## config.mk

```make
export PLATFORM = sky130hd
export DESIGN_NAME = mem_access_unit_flat
export DESIGN_NICKNAME = d
export VERILOG_FILES = /design/src/rtl/mem_access_unit_if.sv /design/src/rtl/mem_access_unit.sv /design/src/flat_wrapper.sv
export SDC_FILE = /design/constraint.sdc
export NUM_CORES = 1
export LEC_CHECK = 0
export CORE_ASPECT_RATIO = 1.2
export CORE_MARGIN = 2
export CORE_UTILIZATION = 40
export DETAILED_ROUTE_END_ITERATION = 7
export MAX_ROUTING_LAYER = met4
export PLACE_DENSITY = 0.82
export SETUP_SLACK_MARGIN = 0.02
export SLEW_MARGIN = 20
export SYNTH_ARGS = -nofsm -noshare
export SYNTH_HDL_FRONTEND = slang
export SYNTH_SLANG_ARGS = --single-unit
```

## constraint.sdc

```tcl
create_clock -name clk_i -period 2.19 [get_ports clk_i]
set_input_delay 0.438 -clock clk_i [delete_from_list [all_inputs] [get_ports clk_i]]
set_output_delay 0.438 -clock clk_i [all_outputs]
set_load 0.02 [all_outputs]
```

## src/rtl/mem_access_unit_if.sv

```systemverilog
// mem_access_unit_if: core request/response and word-bus signals of the memory access unit
//   req_*  : core load/store request (valid/ready), resp_* : one-cycle completion
//   bus_*  : word-addressed memory bus with req/ack handshake
//   slave  : view taken by mem_access_unit, master : view taken by core + memory
interface mem_access_unit_if;
   logic        req_valid;
   logic        req_ready;
   logic        req_wr;
   logic [2:0]  req_mask;
   logic [31:0] req_addr;
   logic [31:0] req_wdata;
   logic        resp_valid;
   logic [31:0] resp_rdata;
   logic        resp_err;
   logic        bus_req;
   logic        bus_wr;
   logic [31:0] bus_addr;
   logic [31:0] bus_wdata;
   logic [3:0]  bus_be;
   logic        bus_ack;
   logic [31:0] bus_rdata;
   modport slave (
      input  req_valid, req_wr, req_mask, req_addr, req_wdata, bus_ack, bus_rdata,
      output req_ready, resp_valid, resp_rdata, resp_err,
             bus_req, bus_wr, bus_addr, bus_wdata, bus_be
   );
   modport master (
      output req_valid, req_wr, req_mask, req_addr, req_wdata, bus_ack, bus_rdata,
      input  req_ready, resp_valid, resp_rdata, resp_err,
             bus_req, bus_wr, bus_addr, bus_wdata, bus_be
   );
endinterface

```

## src/rtl/mem_access_unit.sv

```systemverilog
// mem_access_unit: load/store stage driving a word bus with lane steering, load extension and timeout
//   clk_i  : rising-edge clock
//   rst_ni : asynchronous active-low reset
//   mau    : request/response and memory bus signals (slave view)
//   req_mask encoding: 0 mt_x, 1 mt_b, 2 mt_h, 3 mt_w, 4 mt_bu, 5 mt_hu, 6..7 unknown
module mem_access_unit #(
   parameter int unsigned TIMEOUT_CYCLES = 255,
   parameter int unsigned CNT_W          = 8
) (
   input logic              clk_i,
   input logic              rst_ni,
   mem_access_unit_if.slave mau
);
   localparam logic [2:0] MT_X  = 3'd0;
   localparam logic [2:0] MT_B  = 3'd1;
   localparam logic [2:0] MT_H  = 3'd2;
   localparam logic [2:0] MT_W  = 3'd3;
   localparam logic [2:0] MT_BU = 3'd4;
   localparam logic [2:0] MT_HU = 3'd5;
   typedef enum logic [1:0] {IDLE, BUS, RESP} state_e;
   state_e             state_q, state_d;
   logic               wr_q, wr_d;
   logic [2:0]         mask_q, mask_d;
   logic [1:0]         off_q, off_d;
   logic               bus_req_q, bus_req_d;
   logic               bus_wr_q, bus_wr_d;
   logic [31:0]        bus_addr_q, bus_addr_d;
   logic [31:0]        bus_wdata_q, bus_wdata_d;
   logic [3:0]         bus_be_q, bus_be_d;
   logic [CNT_W-1:0]   cnt_q, cnt_d;
   logic [31:0]        rdata_q, rdata_d;
   logic               err_q, err_d;
   logic               is_byte, is_half, acc_err, timeout;
   logic [31:0]        st_data, sh, ld_data;
   logic [3:0]         st_be;
   always_comb begin
      is_byte = mau.req_mask inside {MT_B, MT_BU};
      is_half = mau.req_mask inside {MT_H, MT_HU};
      // unknown encodings fall out as "neither byte, half nor word"
      acc_err = mau.req_mask == MT_X || !(is_byte || is_half || mau.req_mask == MT_W) ||
                (is_half && mau.req_addr[0]) ||
                (mau.req_mask == MT_W && mau.req_addr[1:0] != 2'b00) ||
                (mau.req_wr && mau.req_mask inside {MT_BU, MT_HU});
      st_data = is_byte ? {4{mau.req_wdata[7:0]}} : is_half ? {2{mau.req_wdata[15:0]}} : mau.req_wdata;
      st_be   = !mau.req_wr ? 4'b1111 : is_byte ? 4'b0001 << mau.req_addr[1:0] :
                is_half ? (mau.req_addr[1] ? 4'b1100 : 4'b0011) : 4'b1111;
      sh      = mau.bus_rdata >> {off_q, 3'b000};
      ld_data = mask_q == MT_B  ? {{24{sh[7]}}, sh[7:0]} :
                mask_q == MT_BU ? {24'd0, sh[7:0]} :
                mask_q == MT_H  ? {{16{sh[15]}}, sh[15:0]} :
                mask_q == MT_HU ? {16'd0, sh[15:0]} : mau.bus_rdata;
      timeout = TIMEOUT_CYCLES != 0 && cnt_q == CNT_W'(TIMEOUT_CYCLES - 1);
   end
   always_ff @(posedge clk_i or negedge rst_ni) begin
      if (!rst_ni) begin
         state_q     <= IDLE;
         wr_q        <= 1'b0;
         mask_q      <= MT_X;
         off_q       <= 2'b00;
         bus_req_q   <= 1'b0;
         bus_wr_q    <= 1'b0;
         bus_addr_q  <= '0;
         bus_wdata_q <= '0;
         bus_be_q    <= '0;
         cnt_q       <= '0;
         rdata_q     <= '0;
         err_q       <= 1'b0;
      end else begin
         state_q     <= state_d;
         wr_q        <= wr_d;
         mask_q      <= mask_d;
         off_q       <= off_d;
         bus_req_q   <= bus_req_d;
         bus_wr_q    <= bus_wr_d;
         bus_addr_q  <= bus_addr_d;
         bus_wdata_q <= bus_wdata_d;
         bus_be_q    <= bus_be_d;
         cnt_q       <= cnt_d;
         rdata_q     <= rdata_d;
         err_q       <= err_d;
      end
   end
   always_comb begin
      state_d     = state_q;
      wr_d        = wr_q;
      mask_d      = mask_q;
      off_d       = off_q;
      bus_req_d   = bus_req_q;
      bus_wr_d    = bus_wr_q;
      bus_addr_d  = bus_addr_q;
      bus_wdata_d = bus_wdata_q;
      bus_be_d    = bus_be_q;
      cnt_d       = cnt_q;
      rdata_d     = rdata_q;
      err_d       = err_q;
      case (state_q)
         IDLE: if (mau.req_valid) begin
            wr_d   = mau.req_wr;
            mask_d = mau.req_mask;
            off_d  = mau.req_addr[1:0];
            if (acc_err) begin
               state_d = RESP;
               rdata_d = '0;
               err_d   = 1'b1;
            end else begin
               state_d     = BUS;
               bus_req_d   = 1'b1;
               bus_wr_d    = mau.req_wr;
               bus_addr_d  = {mau.req_addr[31:2], 2'b00};
               bus_wdata_d = st_data;
               bus_be_d    = st_be;
            end
         end
         BUS: if (mau.bus_ack) begin
            // ack takes priority over a timeout expiring in the same cycle
            state_d   = RESP;
            bus_req_d = 1'b0;
            rdata_d   = wr_q ? '0 : ld_data;
            err_d     = 1'b0;
         end else if (timeout) begin
            state_d   = RESP;
            bus_req_d = 1'b0;
            rdata_d   = '0;
            err_d     = 1'b1;
         end else begin
            cnt_d = cnt_q + 1'b1;
         end
         RESP: begin
            state_d = IDLE;
            cnt_d   = '0;
         end
         default: state_d = IDLE;
      endcase
   end
   always_comb begin
      mau.req_ready  = state_q == IDLE;
      mau.resp_valid = state_q == RESP;
      mau.resp_rdata = rdata_q;
      mau.resp_err   = err_q;
      mau.bus_req    = bus_req_q;
      mau.bus_wr     = bus_wr_q;
      mau.bus_addr   = bus_addr_q;
      mau.bus_wdata  = bus_wdata_q;
      mau.bus_be     = bus_be_q;
   end
endmodule

```

## src/flat_wrapper.sv

```systemverilog
// flat-port wrapper written by rule: the top's interface ports become plain ports
module mem_access_unit_flat 
#(
   parameter int unsigned TIMEOUT_CYCLES = 255,
   parameter int unsigned CNT_W          = 8
)
  (clk_i, rst_ni, mau_req_valid, mau_req_wr, mau_req_mask, mau_req_addr, mau_req_wdata, mau_bus_ack, mau_bus_rdata, mau_req_ready, mau_resp_valid, mau_resp_rdata, mau_resp_err, mau_bus_req, mau_bus_wr, mau_bus_addr, mau_bus_wdata, mau_bus_be);
  mem_access_unit_if mau_i ();
  input logic clk_i;
  input logic rst_ni;
  input wire logic [$bits(mau_i.req_valid)-1:0] mau_req_valid;
  input wire logic [$bits(mau_i.req_wr)-1:0] mau_req_wr;
  input wire logic [$bits(mau_i.req_mask)-1:0] mau_req_mask;
  input wire logic [$bits(mau_i.req_addr)-1:0] mau_req_addr;
  input wire logic [$bits(mau_i.req_wdata)-1:0] mau_req_wdata;
  input wire logic [$bits(mau_i.bus_ack)-1:0] mau_bus_ack;
  input wire logic [$bits(mau_i.bus_rdata)-1:0] mau_bus_rdata;
  output wire logic [$bits(mau_i.req_ready)-1:0] mau_req_ready;
  output wire logic [$bits(mau_i.resp_valid)-1:0] mau_resp_valid;
  output wire logic [$bits(mau_i.resp_rdata)-1:0] mau_resp_rdata;
  output wire logic [$bits(mau_i.resp_err)-1:0] mau_resp_err;
  output wire logic [$bits(mau_i.bus_req)-1:0] mau_bus_req;
  output wire logic [$bits(mau_i.bus_wr)-1:0] mau_bus_wr;
  output wire logic [$bits(mau_i.bus_addr)-1:0] mau_bus_addr;
  output wire logic [$bits(mau_i.bus_wdata)-1:0] mau_bus_wdata;
  output wire logic [$bits(mau_i.bus_be)-1:0] mau_bus_be;
  assign mau_i.req_valid = mau_req_valid;
  assign mau_i.req_wr = mau_req_wr;
  assign mau_i.req_mask = mau_req_mask;
  assign mau_i.req_addr = mau_req_addr;
  assign mau_i.req_wdata = mau_req_wdata;
  assign mau_i.bus_ack = mau_bus_ack;
  assign mau_i.bus_rdata = mau_bus_rdata;
  assign mau_req_ready = mau_i.req_ready;
  assign mau_resp_valid = mau_i.resp_valid;
  assign mau_resp_rdata = mau_i.resp_rdata;
  assign mau_resp_err = mau_i.resp_err;
  assign mau_bus_req = mau_i.bus_req;
  assign mau_bus_wr = mau_i.bus_wr;
  assign mau_bus_addr = mau_i.bus_addr;
  assign mau_bus_wdata = mau_i.bus_wdata;
  assign mau_bus_be = mau_i.bus_be;
  mem_access_unit #(.TIMEOUT_CYCLES(TIMEOUT_CYCLES), .CNT_W(CNT_W)) u_core (.clk_i(clk_i), .rst_ni(rst_ni), .mau(mau_i));
endmodule
```

=== Word level (Yosys, flattened, before mapping) ===
Index checks and enable logic that the tools add are counted.

* Register bits: 117
* Input port bits: 104
* Output and inout port bits: 105
* Logic and storage cells: 92

* Add/subtract/negate cells: 1
* Equality and inequality tests: 18
* Shift-type cells: 2
* Muxes and demuxes: 34
* Bitwise operators: 1
* Reduce and logical (&&, ||, !) cells: 24

{| class="wikitable"
|+ Operators with widths
! kind !! number
|-
| $mux W32 || 11
|-
| $pmux W32 S2 || 1
|-
| $shr A32 B5 Y16 || 1
|-
| $mux W4 || 4
|-
| $mux W8 || 2
|-
| $pmux W8 S2 || 1
|-
| $eq A3 B3 Y1 const B || 4
|-
| $reduce_bool A2 Y1 || 6
|-
| $eq A3 B2 Y1 const B || 3
|-
| $add A8 B1 Y8 const B || 1
|-
| $eq A8 B8 Y1 const B || 1
|-
| $mux W1 || 8
|-
| $mux W2 || 4
|-
| $ne A2 B2 Y1 const B || 4
|-
| $reduce_and A4 Y1 || 2
|-
| $eq A3 B1 Y1 const B || 2
|-
| $logic_or A1 B1 Y1 || 6
|-
| $reduce_and A3 Y1 || 2
|-
| $pmux W1 S2 || 2
|-
| $pmux W2 S2 || 1
|-
| $reduce_and A2 Y1 || 2
|-
| $shl A1 B2 Y4 const A || 1
|-
| $logic_and A1 B1 Y1 || 3
|-
| $logic_not A3 Y1 || 1
|-
| 7 further kinds || 7
|}

=== Longest topological paths before layout ===
Gate-level depths: netlist of the first run.

* Word-level depth: 12
* Depth in mapped cells: 9
* Mapped depth without buffers: 7

=== Least setup slack after synthesis of the first run ===
Ideal clock, no wire load.

* Path kind: input to register
* Start: input mau_req_mask[2]
* End: register u_core.err_q (netlist: u_core.mau.resp_err)
* Setup time: 0.127 ns
* Arrival: 2.014 ns
* Required time: 2.063 ns
* Slack: 0.048 ns
* Stages on the path: 7
* Path through: buf_6 -> nor2b_4 -> a221o_1 -> and2_4 -> a2111o_1 -> inv_2 -> mux2_1

* Cells in the longest elaborated chain, start to end: 11
* Elaborated cells between the ends (all ways): 21
* Those cells by class: eq/ne: 6; reduce/logical: 15

{| class="wikitable"
|+ Ends and longest elaborated chain
! element !! RTL line !! text
|-
| from (decl) || flat_wrapper.sv:13 || <nowiki>input wire logic [$bits(mau_i.req_mask)-1:0] mau_req_mask;</nowiki>
|-
| $eq A3 B1 Y1, or another cell as far along || mem_access_unit.sv:37 || <nowiki>is_byte = mau.req_mask inside {MT_B, MT_BU};</nowiki>
|-
| $reduce_bool A2 Y1, on equally long branches || mem_access_unit.sv:37, mem_access_unit.sv:38 ||
|-
| $logic_or A1 B1 Y1 (2 in a row) || mem_access_unit.sv:40 || <nowiki>acc_err = mau.req_mask == MT_X || !(is_byte || is_half || mau.req_mask == MT_W) ||</nowiki>
|-
| $logic_not A1 Y1 || mem_access_unit.sv:40 ||
|-
| $logic_or A1 B1 Y1 (2 in a row) || mem_access_unit.sv:40 ||
|-
| $logic_or A1 B1 Y1 || mem_access_unit.sv:41 || <nowiki>(is_half && mau.req_addr[0]) ||</nowiki>
|-
| $logic_or A1 B1 Y1 (*) || mem_access_unit.sv:42 || <nowiki>(mau.req_mask == MT_W && mau.req_addr[1:0] != 2'b00) ||</nowiki>
|-
| $ne A2 B1 Y1 (no line) (*) || n/a ||
|-
| $reduce_and A4 Y1 (no line) (*) || n/a ||
|-
| to (signal assigned) || mem_access_unit.sv:80 || <nowiki>err_q <= err_d;</nowiki>
|-
| to (decl) || mem_access_unit.sv:32 || <nowiki>logic err_q, err_d;</nowiki>
|}

Mark *: on every way between the ends. The rest lies on a longest branch, timed or not.
A chain may end at the register's enable or synchronous reset.

=== Worst setup path after layout of the first run ===
* Start: input mau_req_mask[1]
* End: register u_core.err_q (netlist: u_core.mau.resp_err)

Same word-level chain as after synthesis.

==> flow_metrics.env, run 1 <==
export IMPL_cts_htree_levels=4
export IMPL_insertion_delay_ps=420
export IMPL_syn_avg_cell_area_um2=9.19
export IMPL_post_drt_wl_per_cell_um=17.2
export IMPL_synth_edf_count=0
export IMPL_pwr_density_cell_nw_per_um2=1320
export IMPL_cts_buffer_depth=2
export IMPL_fin_skew_ps=9.60
export IMPL_final_util_pct=61.4
export IMPL_grt_pass1_wl_um=29800
export IMPL_async_flop_share_pct=100
export IMPL_numCtsBuffers=17
export IMPL_crit_required_ps=2480
export IMPL_ioPinCount=209
export IMPL_met2_usage_pct=39.5
export IMPL_cap_violations=0
export IMPL_drtPass1Iterations=5
export IMPL_dp_hpwl_um=13700
export IMPL_yosysUniqueCellTypes=53
export IMPL_grt_ovfl_total=0
export IMPL_crit_fanout=5
export IMPL_tightest_slew_ps=823
export IMPL_worstPathArrival_ps=2400
export IMPL_use_met1_pct=29.2
export IMPL_ys_seq_elements=117
export IMPL_synth_area_um2=6010
export IMPL_total_leakage_power_nw=4.01
export IMPL_critPathTopFamily="compound AO/OA/AOI/OAI gates"
export IMPL_root_buffer="clkbuf_16"
export IMPL_totalPowerFinal_mw=12.0
export IMPL_start_util_pct=40.5
export IMPL_ctsHoldBuffers=0
export IMPL_fin_tns_setup_ps=0
export IMPL_busiest_layer="met2"
export IMPL_io_buffers=206
export IMPL_postRouteAntennaNets=0
export IMPL_grt_use_total_pct=24.6
export IMPL_hp_class="in2async"
export IMPL_hold_ws_ps=0.371
export IMPL_n_antenna_cell=0
export IMPL_setup_violations=0
export IMPL_rsz0062_at_grt="no"
export IMPL_startpoint_type="input port"
export IMPL_netlist_instances=654
export IMPL_die_h_um=138
export IMPL_rows=49
export IMPL_fmax_mhz=475
export IMPL_crit_path_end_kind="flop"
export IMPL_antenna_found_initial=0
export IMPL_grt_pass1_vias=5848
export IMPL_clk_pin_slew_ps=60
export IMPL_relSlewSlack_pct=45.0
export IMPL_slowest_delay_ps=590
export IMPL_min_period_over_period_pct=96.1
export IMPL_routed_wl_um=18900
export IMPL_synthToLayoutAreaGrowth_pct=51.4
export IMPL_path_cells="clkdlybuf4s50_1, nor2b_4, a221o_1, and2_4, a2111o_1, inv_2, mux2_1"
export IMPL_die_area_um2=16000
export IMPL_num_vias=5855
export IMPL_finalNetCount=986
export IMPL_ys_seq_area_share_pct=48.7
export IMPL_drt_iter0_drc=455
export IMPL_slew_violations=0
export IMPL_slowest_stage="clkdlybuf4s50_1"
export IMPL_met3_usage_pct=6.49
export IMPL_vias_per_cell=5.34
export IMPL_synth_main_ff_cell="dfrtp_1"
export IMPL_drc=0
export IMPL_gp_congestion=0.935
export IMPL_fp_coreArea_um2=14800
export IMPL_status="completed"
export IMPL_grt_max_degree=41
export IMPL_drive_gt1_share_pct=12.2
export IMPL_final_cells=1096
export IMPL_clock_sinks=117
export IMPL_critical_path_buf_inv_count=2
export IMPL_dieWidth_um=116
export IMPL_numPlacedInstances=1065
export IMPL_yosysWarningCount=0
export IMPL_cts_tree="done"
export IMPL_setup_worst_path_class="in2reg"
export IMPL_vdd_ir_drop_max_mv=0.832
export IMPL_final_min_clock_period_ps=2110
export IMPL_hold_violations=0
## layout make-up
type	instances	area [um2]
Timing Repair Buffer	256	2500
Clock buffer	18	439
Tap cell	204	255
Inverter	11	41.3
Clock inverter	13	128
Sequential cell	117	2930
Multi-Input combinational cell	477	2810
Fill cell	1202	5730
## flip-flops by register name (all words and copies together) (netlist names), 2 cells and up
| signal | flops |
|---|---|
| u_core.mau.bus_wdata | 32 |
| u_core.mau.resp_rdata | 32 |
| u_core.cnt_q | 8 |
| u_core.mau.bus_addr | 30 |
| u_core.mau.bus_be | 4 |
| u_core.state_q | 2 |
| u_core.mask_q | 3 |
| u_core.off_q | 2 |
## cell families (layout without fill, tap and decap cells)
logic type / count (synthesis) / in the layout / synth area share, %
flops: 117 / 117 / 48.7
other cells: 1 / 2 / 0.0624
fa+ha+maj: 2 / 2 / 0.416
compound gates: 162 / 162 / 18.0
xor+xnor: 9 / 9 / 1.44
mux: 43 / 43 / 7.68
simple gates: 259 / 259 / 18.8
buf+inv: 61 / 298 / 4.95
## layer usage
layer  part of all wire (%)  wire (um)
met5                      0          0
met2                     49       9280
met4                    3.1        593
met1                     40       7460
met3                    8.0       1510
## cells in the final DEF, fill, tap and decap left out, types with 7 or more instances in the layout
cell type,count
clkdlybuf4s50_1,202
nand2_1,175
dfrtp_1,117
o21ai_0,61
buf_4,45
o2bb2ai_1,30
mux2i_1,27
nor2_1,20
clkbuf_16,17
a21oi_1,15
o22ai_1,14
mux2_2,14
nand3_1,13
nor2b_1,13
inv_1,10
nand2b_1,8
nor3b_1,8
a31oi_1,8
o221ai_1,7
o31ai_1,7
## final timing paths
| kind | from | to | slack, ps | depth (start not counted) |
|---|---|---|---|---|
| max in group asynchronous | rst_ni | u_core.mau.resp_rdata[22] | 1520 | 2 |
| worst min register to register | u_core.mau.bus_addr[15] | u_core.mau.bus_addr[15] | 470 | 2 |
| min in group clk_i | u_core.mau.bus_addr[15] | u_core.mau.bus_addr[15] | 470 | 2 |
| worst min-delay path | rst_ni | u_core.mau.resp_rdata[5] | 0.4 | 1 |
| worst max-delay path | mau_req_mask[1] | u_core.mau.resp_err | 80 | 7 |
| worst max register to register | u_core.mask_q[0] | u_core.mau.resp_rdata[14] | 210 | 5 |
## report_power, final
part,switching [mW],internal (mW)
clock,1.07,1.60
sequential,0.564,3.03
combinational,3.12,2.64
## synth_stat cells (2+ instances only)
master     count  area share (%)
a31oi_1        8            0.83
o22ai_1       14             1.5
o221ai_1       7             1.0
buf_2          9            0.75
buf_6          6             1.1
ha_1           2            0.42
xnor2_1        4            0.58
inv_1         10            0.62
buf_4          3            0.37
o2bb2ai_2      2            0.50
o2bb2ai_1     30             4.4
nand3_1       14             1.2
a211oi_1       4            0.50
mux2i_1       27             4.5
nand2b_1       8            0.83
or3_1          2            0.21
nor3b_1        8             1.0
a21oi_1       15             1.2
o31ai_1        7            0.87
o21a_1         2            0.25
buf_1          2            0.12
mux2_2        14             2.6
nor2_1        21             1.3
dfrtp_1      117              49
nand4_1        5            0.52
xor2_1         4            0.58
o22a_1         4            0.58
clkbuf_1      29             1.8
nor2b_1       13             1.4
o21ai_1        2            0.17
nand2_1      175              11
nor3_1         4            0.33
o21ai_0       61             5.1
and3_1         2            0.21
## worst reg2reg max path, delay by kind of cell (launching register included)
| kind | cells | cell delay, ps |
|---|---|---|
| AO/OA/AOI/OAI | 4 | 920 |
| AND/OR/NAND/NOR | 1 | 540 |
| flip-flops | 1 | 440 |
## stage by stage
stage / worst slack [ps] / area, um2
floorplan: 48.4 / 6020
global placement: -360 / 8530
detailed placement: -395 / 8530
CTS: 43.2 / 9090
global route: 25.3 / 9100
finish: 84.7 / 9100
## what timing repair did
action / in CTS / in global routing
endpoints found under the setup margin: 2 / 32
gates cloned: 0 / 0
gates resized for setup: 3 / 3
buffers inserted: 0 / 0
Power figures use the tool's default switching activity.
==> run 2, diff against run 1 <==
- CORE_MARGIN: 2 -> 1
==> run 2 against run 1 <==
  * Total power increased by 2.4%
  * Global-route usage is 0.62 points higher
  * Count of clock-buffer cells in the layout up 4
  * Sequential cell count unchanged
  * Register-to-register slack got worse by 30 ps
  * Wire length decreased by 1.6%
  * Clock skew shrank 1.0 ps
  * Die area shrank 3.1%
  * Worst hold slack improved by 450 ps
  * Critical path depth is the same
  * Critical path type unchanged
  * Highest routed layer unchanged
==> flow_metrics.env, run 2 (synthesis results as in run 1) <==
export IMPL_status="completed"
export IMPL_busiest_layer="met2"
export IMPL_total_leakage_power_nw=4.01
export IMPL_cts_tree="done"
export IMPL_drtPass1Iterations=5
export IMPL_grt_max_degree=88
export IMPL_critical_path_buf_inv_count=2
export IMPL_postLayoutCellArea_um2=9100
export IMPL_setup_violations=0
export IMPL_cp_startpoint="mau_req_addr[0]"
export IMPL_min_period_over_period_pct=95.1
export IMPL_grt_ovfl_total=0
export IMPL_rsz0062_at_grt="no"
export IMPL_gp_congestion=0.880
export IMPL_final_min_clock_period_ps=2080
export IMPL_vdd_ir_drop_max_mv=0.854
export IMPL_setup_worst_path_class="in2reg"
export IMPL_relSlewSlack_pct=42.4
export IMPL_numCtsBuffers=17
export IMPL_start_util_pct=41.4
export IMPL_synthToLayoutAreaGrowth_pct=51.4
export IMPL_num_vias=5748
export IMPL_clk_pin_slew_ps=50
export IMPL_drc=0
export IMPL_slew_violations=0
export IMPL_r2r_end="u_core.mau.resp_rdata[13]"
export IMPL_fp_coreArea_um2=14500
export IMPL_clock_sinks=117
export IMPL_endpoint="u_core.mau.resp_err"
export IMPL_io_buffers=206
export IMPL_dp_hpwl_um=13100
export IMPL_cap_violations=0
export IMPL_critPathTopFamily="compound AO/OA/AOI/OAI gates"
export IMPL_hold_violations=0
export IMPL_slowest_stage="clkdlybuf4s50_1"
export IMPL_final_common_cell="clkdlybuf4s50_1"
export IMPL_cts_buffer_depth=2
export IMPL_crit_required_ps=2490
export IMPL_finalNetCount=978
export IMPL_ioPinCount=209
export IMPL_r2r_start="u_core.mask_q[0]"
export IMPL_startpoint_type="input port"
export IMPL_slowest_delay_ps=520
export IMPL_worstPathArrival_ps=2380
export IMPL_reg2reg_slack_ps=180
export IMPL_fmax_mhz=480
export IMPL_antenna_found_initial=1
export IMPL_dieWidth_um=114
export IMPL_pwr_density_cell_nw_per_um2=1350
export IMPL_fin_skew_ps=8.55
export IMPL_insertion_delay_ps=420
export IMPL_cts_htree_levels=4
export IMPL_rows=48
export IMPL_hold_ws_ps=450
export IMPL_reg2reg_depth=5
export IMPL_die_area_um2=15500
export IMPL_die_h_um=136
export IMPL_vias_per_cell=5.29
export IMPL_grt_pass1_vias=5733
export IMPL_hp_class="in2reg"
export IMPL_crit_path_end_kind="flop"
export IMPL_root_buffer="clkbuf_16"
export IMPL_path_cells="clkdlybuf4s50_1, nor2_1, a221o_1, and2_4, a2111o_1, inv_2, mux2_1"
export IMPL_final_cell_mix="clkdlybuf4s50_1 (201), nand2_1 (175), dfrtp_1 (117)"
export IMPL_tightest_slew_ps=861
export IMPL_use_met1_pct=28.5
export IMPL_crit_fanout=2
export IMPL_met3_usage_pct=7.13
export IMPL_postRouteAntennaNets=0
export IMPL_placed_area_um2=8450
export IMPL_grt_use_total_pct=25.3
export IMPL_routed_wl_um=18600
export IMPL_grt_pass1_wl_um=29000
export IMPL_crit_cells=7
export IMPL_drive_gt1_share_pct=11.0
export IMPL_post_drt_wl_per_cell_um=17.1
export IMPL_met2_usage_pct=42.5
export IMPL_drt_iter0_drc=463
==> run 2: cell count changes in the layout (fill, tap and decap cells not counted), sizes merged, moves of 2 or more <==
cell	change
buf	-9
bufinv	+3
clkbuf	+4
clkinv	-2
clkinvlp	-3
==> run 2: report_power, final <==
part | internal [mW] | switching (mW)
logic | 2.62 | 3.10
clock network | 1.97 | 1.04
registers | 3.03 | 0.546
total | 7.63 | 4.68
==> run 2: routing by layer <==
layer | vias up | part of all wire [%]
met2 | 247 | 50
met5 | - | 0
met4 | 0 | 2.1
met3 | 30 | 7.3
li1 | 2712 | -
met1 | 2759 | 41
==> run 2: worst register-to-register path: stages, from the launching register on <==
cell,delay [ps]
dfrtp_1,440
or3b_2,540
a2bb2o_1,280
o21ai_1,310
o22ai_1,180
o2bb2ai_1,180
==> run 2: cell type report <==
type / count / area, um2
fillers: 1214 / 5430
diodes: 1 / 2.50
repair buffers: 248 / 2450
clock inverters: 10 / 170
inverters: 11 / 41.3
well taps: 200 / 250
flip-flops and latches: 117 / 2930
multi-input cells: 477 / 2800
clock buffers: 22 / 464
==> run 2: how the worst min path moves through the flow <==
| stage | startpoint | end | slack, ps | cells after the start |
|---|---|---|---|---|
| 2_1_floorplan | rst_ni | u_core.cnt_q[0] | 140 | 0 |
| 3_3_place_gp | rst_ni | u_core.mau.resp_rdata[4] | 360 | 1 |
| 3_5_place_dp | rst_ni | u_core.mau.resp_rdata[1] | 360 | 1 |
| 4_1_cts | rst_ni | u_core.mau.resp_rdata[1] | 470 | 2 |
| 5_1_grt | mau_req_mask[2] | u_core.mask_q[2] | 440 | 2 |
| 6_report | mau_req_mask[2] | u_core.mask_q[2] | 450 | 2 |
==> run 2: what timing repair did <==
| action | CTS | global route |
|---|---|---|
| resized for setup | 5 | 2 |
| hold buffers | 1 | 0 |
| endpoints found under the hold margin | 19 | 0 |
| setup buffers | 0 | 0 |
| pin swaps | 0 | 0 |
| setup endpoints to repair | 34 | 30 |
==> run 2: through the flow <==
step | power, mW | worst slack [ps] | utilization (%) | TNS [ps] | instances
floorplan | 6.71 | 48.4 | - | 0 | 655
global placement | 9.19 | -409 | 58.1 | -17820 | 1052
detailed placement | 9.28 | -461 | 58.1 | -22030 | 1052
CTS | 12.4 | 54.1 | 62.6 | 0 | 1085
global route | 13.0 | 51.0 | 62.6 | 0 | 1086
finish | 12.3 | 106 | 62.6 | 0 | 1086
